<file path="src/rtl/alu_pkg.sv">
// Shared types and constants for the ALU issue/writeback stage.
package alu_pkg;

    localparam int DATA_W = 8;

    typedef enum logic [2:0] {
        ALU_ADD = 3'b000,
        ALU_SUB = 3'b001,
        ALU_SLL = 3'b010,
        ALU_SRL = 3'b011,
        ALU_AND = 3'b100,
        ALU_OR  = 3'b101,
        ALU_XOR = 3'b110,
        ALU_EQ  = 3'b111
    } alu_op_e;

    typedef enum logic [1:0] {
        IDLE = 2'd0,
        EXEC = 2'd1,
        RESP = 2'd2
    } exec_state_e;

endpackage

</file>
<file path="src/rtl/alu_regfile.sv">
// Architectural register file: two combinational read ports, one synchronous
// write port, synchronous active-low clear of every entry.
module alu_regfile
    import alu_pkg::*;
#(
    parameter int NUM_REGS = 4,
    localparam int IDX_W = $clog2(NUM_REGS)
) (
    input  logic              clk_i,
    input  logic              rst_ni,
    input  logic              we_i,
    input  logic [IDX_W-1:0]  waddr_i,
    input  logic [DATA_W-1:0] wdata_i,
    input  logic [IDX_W-1:0]  raddrA_i,
    output logic [DATA_W-1:0] rdataA_o,
    input  logic [IDX_W-1:0]  raddrB_i,
    output logic [DATA_W-1:0] rdataB_o
);

    logic [DATA_W-1:0] regs_q [NUM_REGS];

    always_ff @(posedge clk_i) begin
        if (!rst_ni) begin
            for (int i = 0; i < NUM_REGS; i++) begin
                regs_q[i] <= '0;
            end
        end else if (we_i) begin
            regs_q[waddr_i] <= wdata_i;
        end
    end

    assign rdataA_o = regs_q[raddrA_i];
    assign rdataB_o = regs_q[raddrB_i];

endmodule

</file>
<file path="src/rtl/alu_exec_ctrl.sv">
// Issue/writeback stage around an external combinational 8-bit ALU:
// accept, drive registered operands, capture result, write back, hand off.
module alu_exec_ctrl
    import alu_pkg::*;
#(
    parameter int NUM_REGS = 4,
    parameter int CNT_W    = 16,
    localparam int IDX_W   = $clog2(NUM_REGS)
) (
    input  logic              clk_i,
    input  logic              rst_ni,
    input  logic              instr_valid_i,
    output logic              instr_ready_o,
    input  logic [2:0]        instr_op_i,
    input  logic [IDX_W-1:0]  instr_rd_i,
    input  logic [IDX_W-1:0]  instr_rs1_i,
    input  logic [IDX_W-1:0]  instr_rs2_i,
    input  logic              instr_imm_en_i,
    input  logic [DATA_W-1:0] instr_imm_i,
    output logic [DATA_W-1:0] alu_a_o,
    output logic [DATA_W-1:0] alu_b_o,
    output logic [2:0]        alu_op_o,
    input  logic [DATA_W-1:0] alu_res_i,
    output logic              res_valid_o,
    input  logic              res_ready_i,
    output logic [DATA_W-1:0] res_data_o,
    output logic [IDX_W-1:0]  res_rd_o,
    output logic [CNT_W-1:0]  op_count_o
);

    exec_state_e       state_q, state_d;
    logic [DATA_W-1:0] aluA_q, aluA_d;
    logic [DATA_W-1:0] aluB_q, aluB_d;
    logic [2:0]        aluOp_q, aluOp_d;
    logic [IDX_W-1:0]  rd_q, rd_d;
    logic [DATA_W-1:0] resData_q, resData_d;
    logic [CNT_W-1:0]  opCount_q, opCount_d;

    logic [DATA_W-1:0] rdataA;
    logic [DATA_W-1:0] rdataB;
    logic              regWe;

    // Writeback lands at the end of EXEC so the next accepted instruction
    // always sees the new value without any forwarding path.
    assign regWe = (state_q == EXEC);

    alu_regfile #(
        .NUM_REGS (NUM_REGS)
    ) u_regfile (
        .clk_i    (clk_i),
        .rst_ni   (rst_ni),
        .we_i     (regWe),
        .waddr_i  (rd_q),
        .wdata_i  (alu_res_i),
        .raddrA_i (instr_rs1_i),
        .rdataA_o (rdataA),
        .raddrB_i (instr_rs2_i),
        .rdataB_o (rdataB)
    );

    always_comb begin
        state_d   = state_q;
        aluA_d    = aluA_q;
        aluB_d    = aluB_q;
        aluOp_d   = aluOp_q;
        rd_d      = rd_q;
        resData_d = resData_q;
        opCount_d = opCount_q;
        case (state_q)
            IDLE: begin
                if (instr_valid_i) begin
                    aluA_d  = rdataA;
                    aluB_d  = instr_imm_en_i ? instr_imm_i : rdataB;
                    aluOp_d = instr_op_i;
                    rd_d    = instr_rd_i;
                    state_d = EXEC;
                end
            end
            EXEC: begin
                resData_d = alu_res_i;
                state_d   = RESP;
            end
            RESP: begin
                if (res_ready_i) begin
                    opCount_d = opCount_q + CNT_W'(1);
                    state_d   = IDLE;
                end
            end
            default: state_d = IDLE;
        endcase
    end

    always_ff @(posedge clk_i) begin
        if (!rst_ni) begin
            state_q   <= IDLE;
            aluA_q    <= '0;
            aluB_q    <= '0;
            aluOp_q   <= '0;
            rd_q      <= '0;
            resData_q <= '0;
            opCount_q <= '0;
        end else begin
            state_q   <= state_d;
            aluA_q    <= aluA_d;
            aluB_q    <= aluB_d;
            aluOp_q   <= aluOp_d;
            rd_q      <= rd_d;
            resData_q <= resData_d;
            opCount_q <= opCount_d;
        end
    end

    assign instr_ready_o = (state_q == IDLE);
    assign res_valid_o   = (state_q == RESP);
    assign alu_a_o       = aluA_q;
    assign alu_b_o       = aluB_q;
    assign alu_op_o      = aluOp_q;
    assign res_data_o    = resData_q;
    assign res_rd_o      = rd_q;
    assign op_count_o    = opCount_q;

endmodule

</file>
<file path="config.mk">
export PLATFORM = sky130hd
export DESIGN_NAME = alu_exec_ctrl
export DESIGN_NICKNAME = d
export VERILOG_FILES = /design/src/rtl/alu_pkg.sv /design/src/rtl/alu_regfile.sv /design/src/rtl/alu_exec_ctrl.sv
export SDC_FILE = /design/constraint.sdc
export NUM_CORES = 1
export LEC_CHECK = 0
export ABC_AREA = 1
export BUFFER_PORTS_ARGS = -buffer_cell sky130_fd_sc_hd__buf_2
export CORE_ASPECT_RATIO = 1.2
export CORE_MARGIN = 2
export CORE_UTILIZATION = 29
export CTS_BUF_LIST = sky130_fd_sc_hd__clkbuf_4 sky130_fd_sc_hd__clkbuf_8
export CTS_CLUSTER_DIAMETER = 50
export DETAILED_ROUTE_END_ITERATION = 12
export HOLD_SLACK_MARGIN = 0.03
export SLEW_MARGIN = 0
export SYNTH_ARGS = -nofsm -noshare
export SYNTH_HDL_FRONTEND = slang
export SYNTH_SLANG_ARGS = --single-unit
</file>
<file path="constraint.sdc">
create_clock -name clk_i -period 2.9 [get_ports clk_i]
set_input_delay 0.725 -clock clk_i [delete_from_list [all_inputs] [get_ports clk_i]]
set_output_delay 0.725 -clock clk_i [all_outputs]
set_load 0.01 [all_outputs]
</file>
* Yosys cells after proc, flatten, opt, wreduce, memory -nomap -nowiden *
Memories as Yosys holds them, arrays and structs flattened. A register that Yosys moved wholly into a read port is not among the register bits.
Cells that the tools add are included.

operators by class
  add/subtract/negate cells = 1
  multiply operators = 0
  div/mod/pow operators = 0
  order comparisons = 0
  equal/unequal tests = 4
  shift operators = 0
  multiplexer cells = 11
  bitwise operators = 0
  reductions and logical operators = 6

operator list
  operator               number
  $add 16x1->16 const B  1
  $mux 8                 2
  $reduce_or 8->1        1
  $mux 2                 3
  $pmux 2 s3             1
  $reduce_and 2->1       3
  $mux 1                 5
  $eq 2x1->1 const B     1
  $eq 2x2->1 const B     1
  $logic_not 2->1        1
  $ne 2x1->1 const B     1
  $ne 2x2->1 const B     1
  $logic_not 1->1        1

storage, ports and cells
  register bits = 39
  bits in latches = 0
  RAM bits = 32
  ROM bits = 0
  output and inout bits = 47
  memories kept = 1

memory list
  memory            depth  bits a word  read ports  clocked after memory_dff  wr ports  RTL line           text
  u_regfile.regs_q  4      8            2           1                         4         alu_regfile.sv:20  logic [DATA_W-1:0] regs_q [NUM_REGS];

* Logic depth before layout (Yosys ltp) *
Gate-level depths: netlist of run 1.

  depth after elaboration = 6
  mapped depth = 8

* Modules after synthesis *
From an unflattened synthesis of run 1, not the netlist that was laid out.

unflattened totals
  cell total of the unflattened synthesis = 524
  area, all modules = 3861.2 sq um

by module, submodules not included
  module         instances  cells each  area an instance (sq um)
  alu_exec_ctrl  1          284         1981.9
  alu_regfile    1          240         1879.3

* Least setup slack after synthesis of run 1 *
OpenSTA, ideal clock, no wires.

  kind = input -> register
  from = input rst_ni
  to = memory u_regfile.regs_q[3][0] (enable)
  setup time = 0.324 ns
  arrival time = 1.440 ns
  required time = 2.576 ns
  path slack = 1.136 ns
  stages = 5
  path buffers = 2
  path through = buf_2 inv_1 buf_2 a31oi_1 inv_1

RTL lines
  element          RTL line             text
  start, declared  alu_exec_ctrl.sv:11  input logic rst_ni,
  end, declared    alu_regfile.sv:20

==> flow_summary_export.csv, run 1 <==
group,metric,value,unit
route,drtIter0Drc,272,
placement,gp_congestion,0.846,
die,core_area,0.0122,sq mm
worst_setup_path,crit_path_start_kind,"flip-flop",
clocking,clkTransAtPathRegs,0.08,ns
worst_setup_path,arrival,1.96,ns
route,wirelength,9650,microns
route,wl_per_cell,13.9,microns
die,ios,77,
global_route,antenna_found_initial,0,
worst_setup_path,worstSetupEndpointType,"flip-flop",
sta,relSlewSlack,58.6,%
global_route,grt_first_pass_wirelength,15000,microns
route,vias,3232,
run_status,outcome,"finished clean",
clocking,cts_hold_buffers,0,
global_route,grt_overflow_total,0,
yosys,synthTopCellsByArea,"edfxtp_1 27%, dfxtp_1 26%, nor2_1 12%",
die,die_h,126,microns
sta,rsz0062_at_grt,"no",
die,die-area,0.0134,sq mm
worst_setup_path,worst-path-max-fanout,11,
worst_setup_path,critPathRequiredTime,2.92,ns
pwr,p_leak,0.00195,uW
yosys,synth_flop_cell,"dfxtp_1",
sta,setup_viol,0,
global_route,grt_usage,14.5,%
clocking,insertion_delay,0.35,ns
worst_hold_path,hold_path.class,"flip-flop to flip-flop",
global_route,first_global_vias,2890,
global_route,grt_start_max_net_pins,38,
yosys,synth_top_area_cell,"edfxtp_1",
sta,final.setup.tns,0,ns
die,rows,44,
clocking,post_cts_buffers,0,
cells_and_area,insertedDiodeCount,0,
yosys,yosysUniqueCellTypes,25,
yosys,yosysTopAreaCellShare,26.5,%
die,die_w,106,microns
placement,place_hpwl,7160,microns
placement,portBuffers,76,
sta,min_period,1.94,ns
clocking,cts_buffer_depth,2,
yosys,ys_ff_latch,79,
worst_setup_path,critPathLaunch,"state_q[0]",
sta,fin_crit_sh,66.8,%
route,firstDrtPassIters,5,
clocking,cts_resized,0,
yosys,syn_avg_cell_area,7.87,sq um
pwr,ir_drop,0.179,mV
yosys,yosys-top-cells-count,"111 x nor2_1, 73 x nand2_1, 47 x dfxtp_1",
run,drv_cap,0,
yosys,synth.net_count,491,
cells_and_area,layout.nets,561,
cells_and_area,drive_gt1_share,20.6,%
clocking,cts.sinks,79,
clocking,cts_tree,"built",
clocking,cts_made_buffers,9,
worst_setup_path,r2r-start,"state_q[0]",
yosys,synthArstFlopShare,0,%
yosys,syn-cell-area,0.00362,sq mm
route,viasPerCell,4.64,
sta,slew_viol_final,0,
sta,finalWorstSetupSlack,0.962,ns
yosys,yosysMostFrequentCell,"nor2_1",
worst_hold_path,hold_path.startpoint,"alu_op_o[2]",
placement,pre_cts_ws,0.768,ns
route,ant_nets,0,
sta,hold_viol,0,
clocking,cts_root_buf,"clkbuf_8",
sta,skew,0.00997,ns
cells_and_area,syn2layout_area_growth,17.8,%
die,initial_core_util,29.8,%
worst_setup_path,crit_type,"flip-flop to flip-flop",
yosys,synth_edf_count,32,
sta,fmax,0.516,GHz
yosys,seq_area_frac_synth,52.5,%
yosys,synth_cells,460,
sta,worstMarginPinSlew,0.621,ns
yosys,yosysWarnings,0,
route,drc,0,
clocking,cts-htree-levels,3,
pwr,pwr_density_cell,520,mW/mm^2
-- cell families (layout without fill, tap and decap cells) --
group,after synthesis,in the layout,share of synthesized area (%)
AO/OA/AOI/OAI,80,80,12.0
adder cells (fa/ha/maj),1,1,0.345
flip-flops,79,79,52.5
buffers and inverters,64,139,7.98
AND/OR/NAND/NOR,235,235,26.9
XOR/XNOR,1,1,0.242
-- state kept, by name, summed over array words and instances, names as in the netlist --
signal	count
res_data_o	8
u_regfile.regs_q	32
alu_op_o	3
alu_b_o	8
res_rd_o	2
state_q	2
alu_a_o	8
op_count_o	16
-- report_power, final --
part / internal (uW) / switching [uW]
clock network: 323 / 390
registers: 1210 / 38.3
logic: 91.3 / 168
total: 1620 / 597
-- cell type report --
cell class / count / area (sq um)
repair buffers: 79 / 403
inverters: 44 / 165
clock inverters: 5 / 26.3
flip-flops and latches: 79 / 1900
clock buffers: 11 / 139
fillers: 1285 / 7900
multi-input cells: 317 / 1430
well taps: 161 / 201
-- cell usage in the layout, fill, tap and decap left out, drive strengths merged, types with 11 or more instances in the layout --
cell	synthesis	final
nand2	76	76
edfxtp	32	32
o21ai	48	48
nor2	117	117
inv	44	44
a21oi	22	22
nand3	36	36
dfxtp	47	47
buf	17	79
clkbuf	3	11
-- per-layer routing --
layer / vias up / part of all wire [%] / global-route usage (%)
li1: 1638 / - / -
met1: 1487 / 46 / 19.5
met2: 94 / 47 / 23.2
met3: 13 / 5.6 / 3.08
met4: 0 / 1.5 / 5.11
met5: - / 0 / 0
-- critical path, stage by stage (launching register included) --
cell     delay (ns)
dfxtp_1        0.35
inv_1          0.08
nor2_2         0.15
nand2_1        0.31
nor2_1         0.28
nand2_2        0.15
nand2_1        0.28
-- path summary, 6_finish.rpt --
check | cells after the start | slack (ns) | end
max | 6 | 0.96 | u_regfile.regs_q[0][1]
min | 2 | 0.49 | alu_op_o[2]
max reg2reg | 6 | 0.96 | u_regfile.regs_q[0][1]
min reg2reg | 2 | 0.49 | alu_op_o[2]
-- stage by stage --
step	power (uW)	std cells	area (sq um)	utilization [%]	hold slack [ns]
4_1_cts	2240	696	4270	35.1	0.492
3_3_place_gp	1530	680	4100	33.7	0.457
5_1_grt	2320	696	4270	35.1	0.501
6_report	2220	696	4270	35.1	0.486
3_5_place_dp	1530	680	4100	33.7	0.477
2_1_floorplan	1430	460	3620	-	0.496
(Power assumes the default switching activity.)
==> inputs of run 2 (changes only) <==
==> constraint.sdc (replaced) <==
create_clock -name clk_i -period 2.03 [get_ports clk_i]
set_input_delay 0.5075 -clock clk_i [delete_from_list [all_inputs] [get_ports clk_i]]
set_output_delay 0.5075 -clock clk_i [all_outputs]
set_load 0.01 [all_outputs]
==> run 2 against run 1 <==
Worst setup slack worse by 0.62 ns. Utilization is 0.19 points higher. Sequential power is 42% higher. Global-route usage is 0.43 points higher. First-iteration DRC count is 25% lower.
==> flow_summary_export.csv, run 2 (same netlist as run 1, synthesis figures left out) <==
group,metric,value,unit
worst_setup_path,worst-path-max-fanout,9,
clocking,cts_buffer_depth,2,
die,die_h,126,microns
worst_setup_path,crit_type,"flip-flop to flip-flop",
clocking,cts_made_buffers,9,
pwr,p_leak,0.00196,uW
sta,worstMarginPinSlew,0.600,ns
cells_and_area,final_common_cell,"nor2_1",
worst_hold_path,hold_path.startpoint,"res_ready_i",
global_route,grt_first_pass_wirelength,15500,microns
pwr,pwr_density_cell,749,mW/mm^2
worst_setup_path,crit_buf_inv,1,
route,ant_nets,0,
global_route,grt_overflow_total,0,
sta,skew,0.0144,ns
worst_setup_path,slowest_stage,"dfxtp_1",
clocking,cts.sinks,79,
route,firstDrtPassIters,4,
clocking,cts_hold_buffers,0,
worst_setup_path,crit_path_start_kind,"flip-flop",
placement,portBuffers,76,
worst_hold_path,hold_depth,2,
worst_setup_path,cp_common_cell,"nand2_1",
run_status,outcome,"finished clean",
worst_setup_path,arrival,1.72,ns
clocking,insertion_delay,0.36,ns
sta,setup_viol,0,
placement,place_hpwl,7400,microns
sta,final.setup.tns,0,ns
route,wirelength,9860,microns
worst_setup_path,path_delay_family,"simple AND/OR/NAND/NOR gates",
sta,fin_crit_sh,83.4,%
worst_setup_path,r2r-end,"u_regfile.regs_q[0][5]",
worst_setup_path,worst-path-stages,6,
route,drc,0,
cells_and_area,insertedDiodeCount,0,
die,core_area,0.0122,sq mm
sta,hold_viol,0,
route,drtIter0Drc,205,
pwr,ir_drop,0.253,mV
worst_setup_path,critical_path.max_stage_delay,0.35,ns
pwr,finalPower,3210,uW
die,die-area,0.0134,sq mm
clocking,cts_root_buf,"clkbuf_8",
placement,gp_congestion,0.912,
clocking,cts_tree,"built",
route,wl_per_cell,14.1,microns
cells_and_area,syn2layout_area_growth,18.5,%
sta,min_period,1.69,ns
cells_and_area,layout_common_cells,"111 x nor2_1, 76 x buf_2, 73 x nand2_1, 47 x dfxtp_1, 45 x o21ai_0",
cells_and_area,largest_register_ffs,32,
placement,pre_cts_ws,0.295,ns
worst_setup_path,worstSetupEndpointType,"flip-flop",
die,initial_core_util,29.8,%
worst_setup_path,ff2ff_path_depth,6,
worst_hold_path,hold_path.class,"input pin to flip-flop",
global_route,grt_start_max_net_pins,38,
run,drv_cap,0,
clocking,cts-htree-levels,3,
clocking,post_cts_buffers,0,
clocking,clkTransAtPathRegs,0.08,ns
sta,rsz0062_at_grt,"no",
sta,finalWorstSetupSlack,0.337,ns
cells_and_area,layout.nets,563,
worst_setup_path,crit_path_cell_trace,"inv_1 -> nor2_2 -> nand2_1 -> nor2_1 -> nand2_2 -> nand2_1",
global_route,first_global_vias,2993,
die,die_w,106,microns
global_route,grt_usage,15.0,%
sta,relSlewSlack,59.9,%
cells_and_area,drive_gt1_share,21.2,%
die,rows,44,
cells_and_area,fillers,1259,
worst_hold_path,min_delay_worst_endpoint,"state_q[1]",
worst_setup_path,r2r-start,"state_q[0]",
sta,fmax,0.591,GHz
route,viasPerCell,4.69,
cells_and_area,fin_util,35.3,%
worst_setup_path,r2r_slack,0.34,ns
cells_and_area,largest-register,"u_regfile.regs_q",
clocking,cts_resized,0,
route,vias,3273,
die,ios,77,
global_route,antenna_found_initial,0,
worst_setup_path,critPathRequiredTime,2.06,ns
sta,slew_viol_final,0,
## run 2: cell types whose count changed in the layout (fill, tap and decap cells not counted), sizes merged
cell,before,now
clkinv,5,2
buf,79,81
clkinvlp,0,2
inv,44,45
## run 2: worst max-delay path by stage
stage | from | slack (ns) | endpoint
global placement | rst_ni | 0.30 | u_regfile.regs_q[2][0]
global route | state_q[0] | 0.10 | u_regfile.regs_q[0][5]
CTS | state_q[0] | 0.32 | u_regfile.regs_q[0][1]
finish | state_q[0] | 0.34 | u_regfile.regs_q[0][5]
detailed placement | rst_ni | 0.29 | u_regfile.regs_q[0][1]
floorplan | rst_ni | 0.48 | u_regfile.regs_q[3][0]
## run 2: per-layer routing
layer | track usage [%] | vias to the layer above | part of all wire (%)
met3 | 3.19 | 21 | 4.9
met4 | 7.66 | 0 | 3.0
li1 | - | 1646 | -
met1 | 19.6 | 1492 | 45
met5 | 0 | - | 0
met2 | 23.4 | 114 | 47
## run 2: layout make-up
class / count / area, sq um / share of cell area (%)
timing repair buffer: 81 / 418 / 9.74
multi-input combinational: 317 / 1430 / 33.3
clock buffer: 11 / 139 / 3.24
sequential: 79 / 1900 / 44.3
clock inverter: 5 / 33.8 / 0.788
tap: 161 / 201 / 4.70
inverter: 44 / 165 / 3.85
## run 2: metrics by stage
stage | area [sq um] | hold slack [ns] | std cells
2_1_floorplan | 3620 | 0.496 | 460
3_3_place_gp | 4120 | 0.463 | 682
3_5_place_dp | 4120 | 0.472 | 682
4_1_cts | 4290 | 0.382 | 698
5_1_grt | 4290 | 0.391 | 698
6_report | 4290 | 0.393 | 698
## run 2: power breakdown
group          switching, uW  internal (uW)  total (uW)  leakage [uW]
combinational            237            133         369       0.00115
sequential              56.8           1730        1780      0.000715
clock                    589            472        1060     0.0000866
total                    882           2330        3210       0.00196
